--- config.mk ---
export PLATFORM = sky130hd
export DESIGN_NAME = core_mul_issue
export DESIGN_NICKNAME = d
export VERILOG_FILES = /design/src/rtl/core_mul_issue.sv
export SDC_FILE = /design/constraint.sdc
export NUM_CORES = 1
export LEC_CHECK = 0
export CAP_MARGIN = 20
export CELL_PAD_IN_SITES_DETAIL_PLACEMENT = 1
export CELL_PAD_IN_SITES_GLOBAL_PLACEMENT = 1
export CORE_MARGIN = 2
export CORE_UTILIZATION = 31
export CTS_BUF_LIST = sky130_fd_sc_hd__clkbuf_2
export CTS_CLUSTER_DIAMETER = 200
export CTS_CLUSTER_SIZE = 28
export DETAILED_ROUTE_END_ITERATION = 16
export PLACE_DENSITY_LB_ADDON = 0.1
export SYNTH_ARGS = -nofsm -noshare
export SYNTH_HDL_FRONTEND = slang
export SYNTH_SLANG_ARGS = --single-unit
--- constraint.sdc ---
create_clock -name CLK -period 4.58 [get_ports CLK]
set_input_delay 0.458 -clock CLK [delete_from_list [all_inputs] [get_ports CLK]]
set_output_delay 0.458 -clock CLK [all_outputs]
set_load 0.05 [all_outputs]
--- src/rtl/core_mul_issue.sv ---
// Execute-stage issue port for RV32M multiplies: drives the a/b/op streams to the
// multiplier, collects the r stream and hands the result to writeback.
module core_mul_issue #(
  parameter int TIMEOUT_CYCLES = 64
) (
  input  logic        CLK,
  input  logic        RST_N,
  input  logic        req_valid,
  output logic        req_ready,
  input  logic [2:0]  req_funct3,
  input  logic [31:0] req_rs1,
  input  logic [31:0] req_rs2,
  input  logic [4:0]  req_rd,
  input  logic        flush,
  output logic [31:0] int_mul_a_tdata,
  output logic        int_mul_a_tvalid,
  input  logic        int_mul_a_tready,
  output logic [31:0] int_mul_b_tdata,
  output logic        int_mul_b_tvalid,
  input  logic        int_mul_b_tready,
  output logic [1:0]  int_mul_op_tdata,
  output logic        int_mul_op_tvalid,
  input  logic        int_mul_op_tready,
  input  logic [31:0] int_mul_r_tdata,
  input  logic        int_mul_r_tvalid,
  output logic        int_mul_r_tready,
  output logic        wb_valid,
  input  logic        wb_ready,
  output logic [4:0]  wb_rd,
  output logic [31:0] wb_data,
  output logic        busy,
  output logic        err_timeout
);

  localparam logic [1:0] S_IDLE  = 2'd0;
  localparam logic [1:0] S_ISSUE = 2'd1;
  localparam logic [1:0] S_WAIT  = 2'd2;
  localparam logic [1:0] S_WB    = 2'd3;

  localparam logic [6:0] WDOG_LAST = 7'(TIMEOUT_CYCLES - 1);
  localparam logic [6:0] WDOG_MAX  = 7'(TIMEOUT_CYCLES);

  logic [1:0]  r_state;
  logic [31:0] r_rs1;
  logic [31:0] r_rs2;
  logic [1:0]  r_op;
  logic [4:0]  r_rd;
  logic [31:0] r_wb_data;
  logic        r_drop;
  logic        r_tvalid;
  logic        r_wb_valid;
  logic        r_err;
  logic [6:0]  r_wdog;

  logic w_req_fire;
  logic w_issue_fire;
  logic w_r_fire;

  // A flush in IDLE blocks acceptance so a squashed instruction never enters.
  assign req_ready    = RST_N && (r_state == S_IDLE) && !flush;
  assign w_req_fire   = req_valid && req_ready;
  // Issue only completes when all three streams handshake in the same cycle.
  assign w_issue_fire = r_tvalid && int_mul_a_tready && int_mul_b_tready
                        && int_mul_op_tready;
  assign w_r_fire     = int_mul_r_tvalid && int_mul_r_tready;

  assign int_mul_a_tdata   = r_rs1;
  assign int_mul_b_tdata   = r_rs2;
  assign int_mul_op_tdata  = r_op;
  assign int_mul_a_tvalid  = r_tvalid;
  assign int_mul_b_tvalid  = r_tvalid;
  assign int_mul_op_tvalid = r_tvalid;
  assign int_mul_r_tready  = (r_state == S_WAIT);
  assign wb_valid          = r_wb_valid;
  assign wb_rd             = r_rd;
  assign wb_data           = r_wb_data;
  assign busy              = (r_state != S_IDLE);
  assign err_timeout       = r_err;

  always_ff @(posedge CLK) begin
    if (!RST_N) begin
      r_state    <= S_IDLE;
      r_rs1      <= '0;
      r_rs2      <= '0;
      r_op       <= '0;
      r_rd       <= '0;
      r_wb_data  <= '0;
      r_drop     <= 1'b0;
      r_tvalid   <= 1'b0;
      r_wb_valid <= 1'b0;
      r_err      <= 1'b0;
      r_wdog     <= '0;
    end else begin
      case (r_state)
        S_IDLE: begin
          if (w_req_fire) begin
            r_rs1  <= req_rs1;
            r_rs2  <= req_rs2;
            r_op   <= req_funct3[1:0];
            r_rd   <= req_rd;
            r_drop <= 1'b0;
            if (req_funct3[2]) begin
              r_wb_data  <= '0;
              r_wb_valid <= 1'b1;
              r_state    <= S_WB;
            end else begin
              r_tvalid <= 1'b1;
              r_state  <= S_ISSUE;
            end
          end
        end
        S_ISSUE: begin
          if (flush) r_drop <= 1'b1;
          if (w_issue_fire) begin
            r_tvalid <= 1'b0;
            r_wdog   <= '0;
            r_state  <= S_WAIT;
          end
        end
        S_WAIT: begin
          if (w_r_fire) begin
            // A result for a flushed op is still drained so the unit is left empty.
            if (r_drop || flush) begin
              r_state <= S_IDLE;
            end else begin
              r_wb_data  <= int_mul_r_tdata;
              r_wb_valid <= 1'b1;
              r_state    <= S_WB;
            end
          end else begin
            if (flush) r_drop <= 1'b1;
            if (r_wdog != WDOG_MAX) r_wdog <= r_wdog + 7'd1;
            if (r_wdog == WDOG_LAST) r_err <= 1'b1;
          end
        end
        S_WB: begin
          if (wb_ready || flush) begin
            r_wb_valid <= 1'b0;
            r_state    <= S_IDLE;
          end
        end
        default: r_state <= S_IDLE;
      endcase
    end
  end

endmodule

==> results of run 1 <==
[power by group through the flow]
stage / sequential [mW] / combinational (mW) / clock, mW
global route: 1.15 / 1.39 / 0.648
floorplan: 1.38 / 0.673 / 0
CTS: 1.14 / 1.27 / 0.605
detailed placement: 1.16 / 1.27 / 0
global placement: 1.16 / 1.23 / 0
finish: 1.14 / 1.29 / 0.565
[area by class of cell]
cell class | count | area share
sequential | 116 | 0.328
timing repair buffer | 230 | 0.324
multi-input combinational | 391 | 0.286
tap | 184 | 0.0325
clock buffer | 25 | 0.0177
clock inverter | 6 | 0.00794
inverter | 8 | 0.00441
[per-layer routing]
layer	up-vias	routed length, µm
met4	0	389
met2	159	7350
met1	2197	6610
met5	-	0
met3	25	1200
li1	2281	-
[layout by cell type (no fill, tap or decap), types with 2 or more instances in the layout]
master,instances
a21oi_1,107
a311oi_1,2
a31o_1,2
a31oi_1,5
a32o_1,3
and4_1,4
buf_4,6
clkbuf_2,25
clkdlybuf4s50_1,223
clkinv_1,2
clkinv_2,3
dfxtp_1,116
ha_1,8
inv_1,7
nand2_1,150
nand2b_1,35
nand3_1,37
nand4b_1,2
nor2_1,7
nor3_1,5
nor3b_1,2
o21a_1,4
o21ai_0,3
[kinds of logic after synthesis]
| logic type | count (synthesis) | synth area share |
|---|---|---|
| buffers and inverters | 53 | 0.0539 |
| AND/OR/NAND/NOR | 251 | 0.255 |
| AO/OA/AOI/OAI | 132 | 0.164 |
| flip-flops | 116 | 0.506 |
| adder cells (fa/ha/maj) | 8 | 0.0218 |
[registers in the layout, indices dropped and copies added, names as in the netlist]
signal            flops
wb_valid              1
r_state               2
int_mul_op_tdata      2
int_mul_a_tdata      32
wb_data              32
r_wdog                7
r_drop                1
wb_rd                 5
err_timeout           1
int_mul_b_tdata      32
int_mul_a_tvalid      1
[tightest hold or removal path, delay by kind of cell]
| family | cells | cell delay, ps |
|---|---|---|
| AO/OA/AOI/OAI | 1 | 50 |
| AND/OR/NAND/NOR | 1 | 60 |
| buffers and inverters | 1 | 400 |
[path summary, 6_finish.rpt]
| kind | endpoint | slack [ps] | cells after the start |
|---|---|---|---|
| max | req_ready | 1570 | 4 |
| min | int_mul_b_tdata[31]$_SDFFE_PN0P_ | 340 | 3 |
| max reg2reg | r_wdog[5]$_SDFFE_PN0P_ | 2170 | 7 |
| min reg2reg | int_mul_a_tdata[30]$_SDFFE_PN0P_ | 460 | 2 |
[cell usage after synthesis]
master,n,share of area
nor4bb_4,1,0.0054
nor3_1,5,0.0054
a211oi_4,1,0.0044
a32o_1,3,0.0065
nor2_1,7,0.0057
and2_4,1,0.0019
clkbuf_1,21,0.017
nand4bb_1,1,0.0025
dfxtp_1,116,0.51
ha_1,8,0.022
inv_1,8,0.0065
buf_1,5,0.0041
a211oi_1,1,0.0016
o21a_1,4,0.0065
nor3b_1,2,0.0033
nor2b_1,1,0.0014
buf_4,5,0.0082
o21bai_1,1,0.0016
and4_1,4,0.0076
a21oi_1,107,0.12
nand2b_1,35,0.048
buf_2,12,0.013
nand3_1,37,0.040
a31oi_1,5,0.0068
nor4_1,1,0.0014
a31o_1,2,0.0038
buf_6,2,0.0049
and2_1,1,0.0014
nand2_1,150,0.12
o31a_1,1,0.0019
and3_1,1,0.0014
and3b_1,1,0.0019
nand4b_1,2,0.0038
o21ai_0,3,0.0033
a41o_1,1,0.0022
a311oi_1,2,0.0038
a22oi_4,1,0.0046
nand4_1,1,0.0014
[stage by stage]
| step | hold slack, ps | utilization | cells | power [mW] |
|---|---|---|---|---|
| 6_report | 342 | 0.489 | 960 | 2.99 |
| 5_1_grt | 251 | 0.489 | 960 | 3.19 |
| 4_1_cts | 236 | 0.488 | 959 | 3.02 |
| 3_5_place_dp | 450 | 0.476 | 928 | 2.43 |
| 3_3_place_gp | 441 | 0.476 | 928 | 2.38 |
| 2_1_floorplan | 531 | - | 560 | 2.06 |
==> summary.md, run 1 <==
| Metric | Value |
|---|---|
| Chip width | about 130 µm |
| Placed Instance Area | around 6900 µm² |
| Slowest Stage Delay on Critical Path | ~810 ps |
| GR Util met3 | 0.0671 |
| Global-route wire length before repair | 24900 µm |
| Kind of critical path | register to primary output |
| Max Transition Viols Final | 0 |
| Bufs and invs on worst path | 2 |
| Num CTS Buffers | 17 |
| Crit-path cells | inv_1, ha_1, and3b_1, clkdlybuf4s50_1 |
| Worst Setup End Kind | primary output |
| CTS tree | done |
| Cell internal pwr | approximately 1.8 mW |
| Setup-failing EPs final | 0 |
| Worst Hold Class | input pin to register |
| Worst endpoint required time | slightly above 4000 ps |
| Root buf cell | clkbuf_2 |
| Critical-path top delay cell | clkdlybuf4s50_1 |
| Share of cells above drive strength 1 | 0.0541 |
| Pin count of the biggest net entering global routing | between 70 and 80 |
| Initial antenna violation count | 0 |
| Tcrit/Tclk final | 0.657 |
| Clock skew | approximately 19 ps |
| Arrival time worst endpoint | between 2000 and 3000 ps |
| # hold bufs at CTS | 0 |
| Largest buffer count on any clock path | 2 |
| Seq. cell area | 2320 µm² |
| Sw Share | 0.405 |
| Multi-input gate area | around 2000 µm² |
| # fillers | about 1700 |
| TritonRoute pass-1 iters | 4 |
| Sequential Power Share | 0.381 |
| Setup TNS | 0 ps |
| Clock H-tree levels | 4 |
| Clock power frac | 0.189 |
| Die Height | about 130 µm |
| Hold Startpoint | req_rs2[31] |
| Max Clk Rate | around 330 MHz |
| Fin area | about 7100 µm² |
| Total wire length | roughly 16000 µm |
| Syn Inst Count | 560 |
| Status | finished clean |
| Endpoints failing hold | 0 |
| Core area | between 10000 and 15000 µm² |
| Nature of the critical path startpoint | register |
| Critical Path Fanout Max | 8 |
| # port buffers | between 200 and 250 |
| CTS clk-pin slew, worst paths | between 150 and 200 ps |
| Min cycle time layout | ~3000 ps |
| WL/cell | between 15 and 20 µm |
| Met2 global-route usage | 0.326 |
| Vias in the first global route | ~4800 |
| Critical path's top delay family | buffers and inverters |
| Grt ovf | 0 |
| Power Density | roughly 420 nW/µm² |
| Slew margin rel. | 0.479 |
| Gp weighted congestion | slightly below 0.8 |
| Num rows | 44 |
| DR vias/cell | 4.86 |
| Worst skew pair latency | around 640 ps |
| Post-synth cell types | 38 |
| Peak VDD IR | 0.000464 V |
| DPL Wire Length | about 11000 µm |
| Grt met1 use | 0.229 |
| Psw | 1.21 mW |
| Cell Area, Synth | ~4600 µm² |
| Worst Tran Pin Value | around 780 ps |
| Worst setup margin | approximately 1600 ps |
| YS warnings | 0 |
| Initial drt markers | around 190 |
| P&R area growth vs syn | 54.3% |
| Starting density of the core | 0.317 |
| R2R Path Start | r_state[0]$_SDFFE_PN0P_ |
| Setup Buffers After CTS | 0 |
| Seq/Total Area, Yosys | 0.506 |
| Crit path launch | r_state[0]$_SDFFE_PN0P_ |
| RSZ-0062 raised after global routing | false |
| ANT nets after route | 0 |
| Routed via count | between 4000 and 5000 |
| Die area | ~16000 µm² |
| Pleak | ~2.4 nW |
| Synth Register Bits | 116 |
| Logic pwr share | 0.430 |
| Syn nets | 681 |
| Nets@finish | ~900 |
| DRC | 0 |
| Ports | about 220 |
| ANT cells | 0 |
| Top Usage Layer GRT | met2 |
| Syn_area_per_cell | between 8 and 9 µm² |
| Max Cap Viol | 0 |
| Dpl ws | approximately 1400 ps |
| Total GRT Usage | 0.195 |
| Clock Sinks | between 100 and 150 |
| Cts repair resizes | 0 |
Note: power is estimated with default switching activity, not from simulation.
==> run 2: changes to the inputs <==
CORE_UTILIZATION = 26   (was 31)
clock period = 2.4 ns   (was 4.58 ns; I/O delays follow)
==> run 2 against run 1 <==
Net effect:
- critical path type unchanged
- first-iteration DRC count rose by 19%
- flip-flop and latch count is the same
- routed wire length grew 7.9%
- register-to-register slack got worse by 1800 ps
- die area is 19% higher
- final area rose by 8.9%
- largest power group unchanged
==> summary.md, run 2 (synthesis results as in run 1) <==
| Metric | Value |
|---|---|
| Status | finished clean |
| Routed via count | between 4000 and 5000 |
| # port buffers | between 200 and 250 |
| Die area | approximately 19000 µm² |
| Chip width | around 140 µm |
| Max Clk Rate | about 450 MHz |
| CTS clk-pin slew, worst paths | 200 ps |
| Most common cell after layout, fill and taps aside | clkdlybuf4s50_1 |
| Clock skew | between 20 and 25 ps |
| Critical path's top delay family | buffers and inverters |
| Slowest Stage Delay on Critical Path | about 840 ps |
| Ports | roughly 220 |
| Num rows | 48 |
| Total GRT Usage | 0.178 |
| Die Height | approximately 140 µm |
| Num CTS Buffers | 17 |
| Slew margin rel. | 0.616 |
| CTS tree | done |
| Max Cap Viol | 0 |
| Hold Crit Depth | 3 |
| Clock H-tree levels | 4 |
| Gp weighted congestion | around 0.75 |
| Power Density | approximately 770 nW/µm² |
| DPL Wire Length | roughly 11000 µm |
| Critical Path Fanout Max | 6 |
| ANT nets after route | 0 |
| Pleak | 2.63 nW |
| Peak VDD IR | approximately 0.00033 V |
| DRC | 0 |
| Arrival time worst endpoint | about 2000 ps |
| TritonRoute pass-1 iters | 6 |
| Max Transition Viols Final | 0 |
| Endpoints failing hold | 0 |
| RSZ-0062 raised after global routing | false |
| Reg2reg end | r_wdog[2]$_SDFFE_PN0P_ |
| Vias in the first global route | slightly above 5000 |
| Clock Sinks | around 120 |
| Worst endpoint required time | ~2200 ps |
| Crit-path cells | clkdlybuf4s50_1 |
| Worst Tran Pin Value | ~570 ps |
| Bufs and invs on worst path | 1 |
| Hold Path Sink | int_mul_a_tdata[3]$_SDFFE_PN0P_ |
| Total wire length | ~17000 µm |
| Initial drt markers | 224 |
| Most frequent cells in the layout | clkdlybuf4s50_1, nand2_1, dfxtp_1, a21oi_1, dlygate4sd3_1 |
| Critical-path top delay cell | clkdlybuf4s50_1 |
| Setup Buffers After CTS | 0 |
| FF-to-FF path depth | 6 |
| Global-route wire length before repair | 25800 µm |
| Setup-failing EPs final | 0 |
| Kind of critical path | register to primary output |
| Setup TNS | 0 ps |
| Reg2Reg Setup Slack | 380 ps |
| Worst Setup End Kind | primary output |
| Starting density of the core | 0.266 |
| WL/cell | ~16 µm |
| P&R area growth vs syn | 68.0% |
| Pin count of the biggest net entering global routing | between 70 and 80 |
| Hold Startpoint | req_rs1[3] |
| Largest buffer count on any clock path | 2 |
| Share of cells above drive strength 1 | 0.0618 |
| DR vias/cell | between 4 and 5 |
| Worst skew pair latency | between 600 and 700 ps |
| Tcrit/Tclk final | 0.924 |
| Nets@finish | 933 |
| Core area | approximately 17000 µm² |
| Initial antenna violation count | 1 |
| R2R Path Start | r_state[0]$_SDFFE_PN0P_ |
| Nature of the critical path startpoint | register |
| Min cycle time layout | roughly 2200 ps |
| Root buf cell | clkbuf_2 |
| Worst Hold Class | input pin to register |
| Grt ovf | 0 |
| Finished Core Util | 0.446 |
## run 2: cell count changes in the layout (fill, tap and decap cells not counted), moves of 3 or more
cell	previous run	this run
dlygate4sd3_1	0	46
clkbuf_2	25	17
clkinvlp_4	0	6
buf_12	1	6
clkdlybuf4s50_1	223	220
clkinv_4	1	4
## run 2: where the power goes
| group | internal (mW) | switching (mW) | total, mW |
|---|---|---|---|
| clock | 0.374 | 0.831 | 1.21 |
| sequential | 2.08 | 0.0961 | 2.18 |
| combinational | 1.01 | 1.57 | 2.58 |
| total | 3.47 | 2.50 | 5.97 |
## run 2: how the worst max path moves through the flow
stage	end	cells past startpoint	from
CTS	int_mul_r_tready	4	r_state[0]$_SDFFE_PN0P_
global placement	r_state[1]$_SDFFE_PN0P_	7	r_state[0]$_SDFFE_PN0P_
global route	int_mul_op_tvalid	1	int_mul_a_tvalid$_SDFFE_PN0P_
finish	int_mul_op_tvalid	1	int_mul_a_tvalid$_SDFFE_PN0P_
detailed placement	r_wdog[2]$_SDFFE_PN0P_	6	r_state[0]$_SDFFE_PN0P_
floorplan	r_wdog[2]$_SDFFE_PN0P_	8	r_state[0]$_SDFFE_PN0P_
## run 2: layout make-up
cell class                      instances  area (µm²)
Antenna cell                            1        2.50
Clock buffer                           17        85.1
Clock inverter                         15         135
Fill cell                            2046        9580
Inverter                                8        31.3
Multi-Input combinational cell        391        2030
Sequential cell                       116        2320
Tap cell                              225         282
Timing Repair Buffer                  278        2830
## run 2: per-layer routing
metal  vias up  global-route usage  wire length, µm
met5         -                   0                0
met4         0              0.0716              335
met3        22              0.0707             1430
met2       160               0.305             8110
met1      2332               0.198             6900
li1       2383                   -                -
## run 2: timing repair
| item | 4_1_cts | 5_1_grt |
|---|---|---|
| gates resized for setup | 6 | 3 |
| setup endpoints to repair | 2 | 3 |
| hold buffers | 46 | 0 |
| pin swaps | 0 | 0 |
| endpoints found under the hold margin | 46 | 0 |
## run 2: through the flow
step	hold slack, ps	setup slack, ps	cells	cell area (µm²)	power [mW]
finish	97.9	182	1051	7720	5.97
global route	1.66	41.1	1051	7720	6.35
CTS	0.398	24.7	1050	7710	6.05
detailed placement	447	286	972	7030	4.75
global placement	441	345	972	7030	4.68
floorplan	376	336	560	4590	3.93
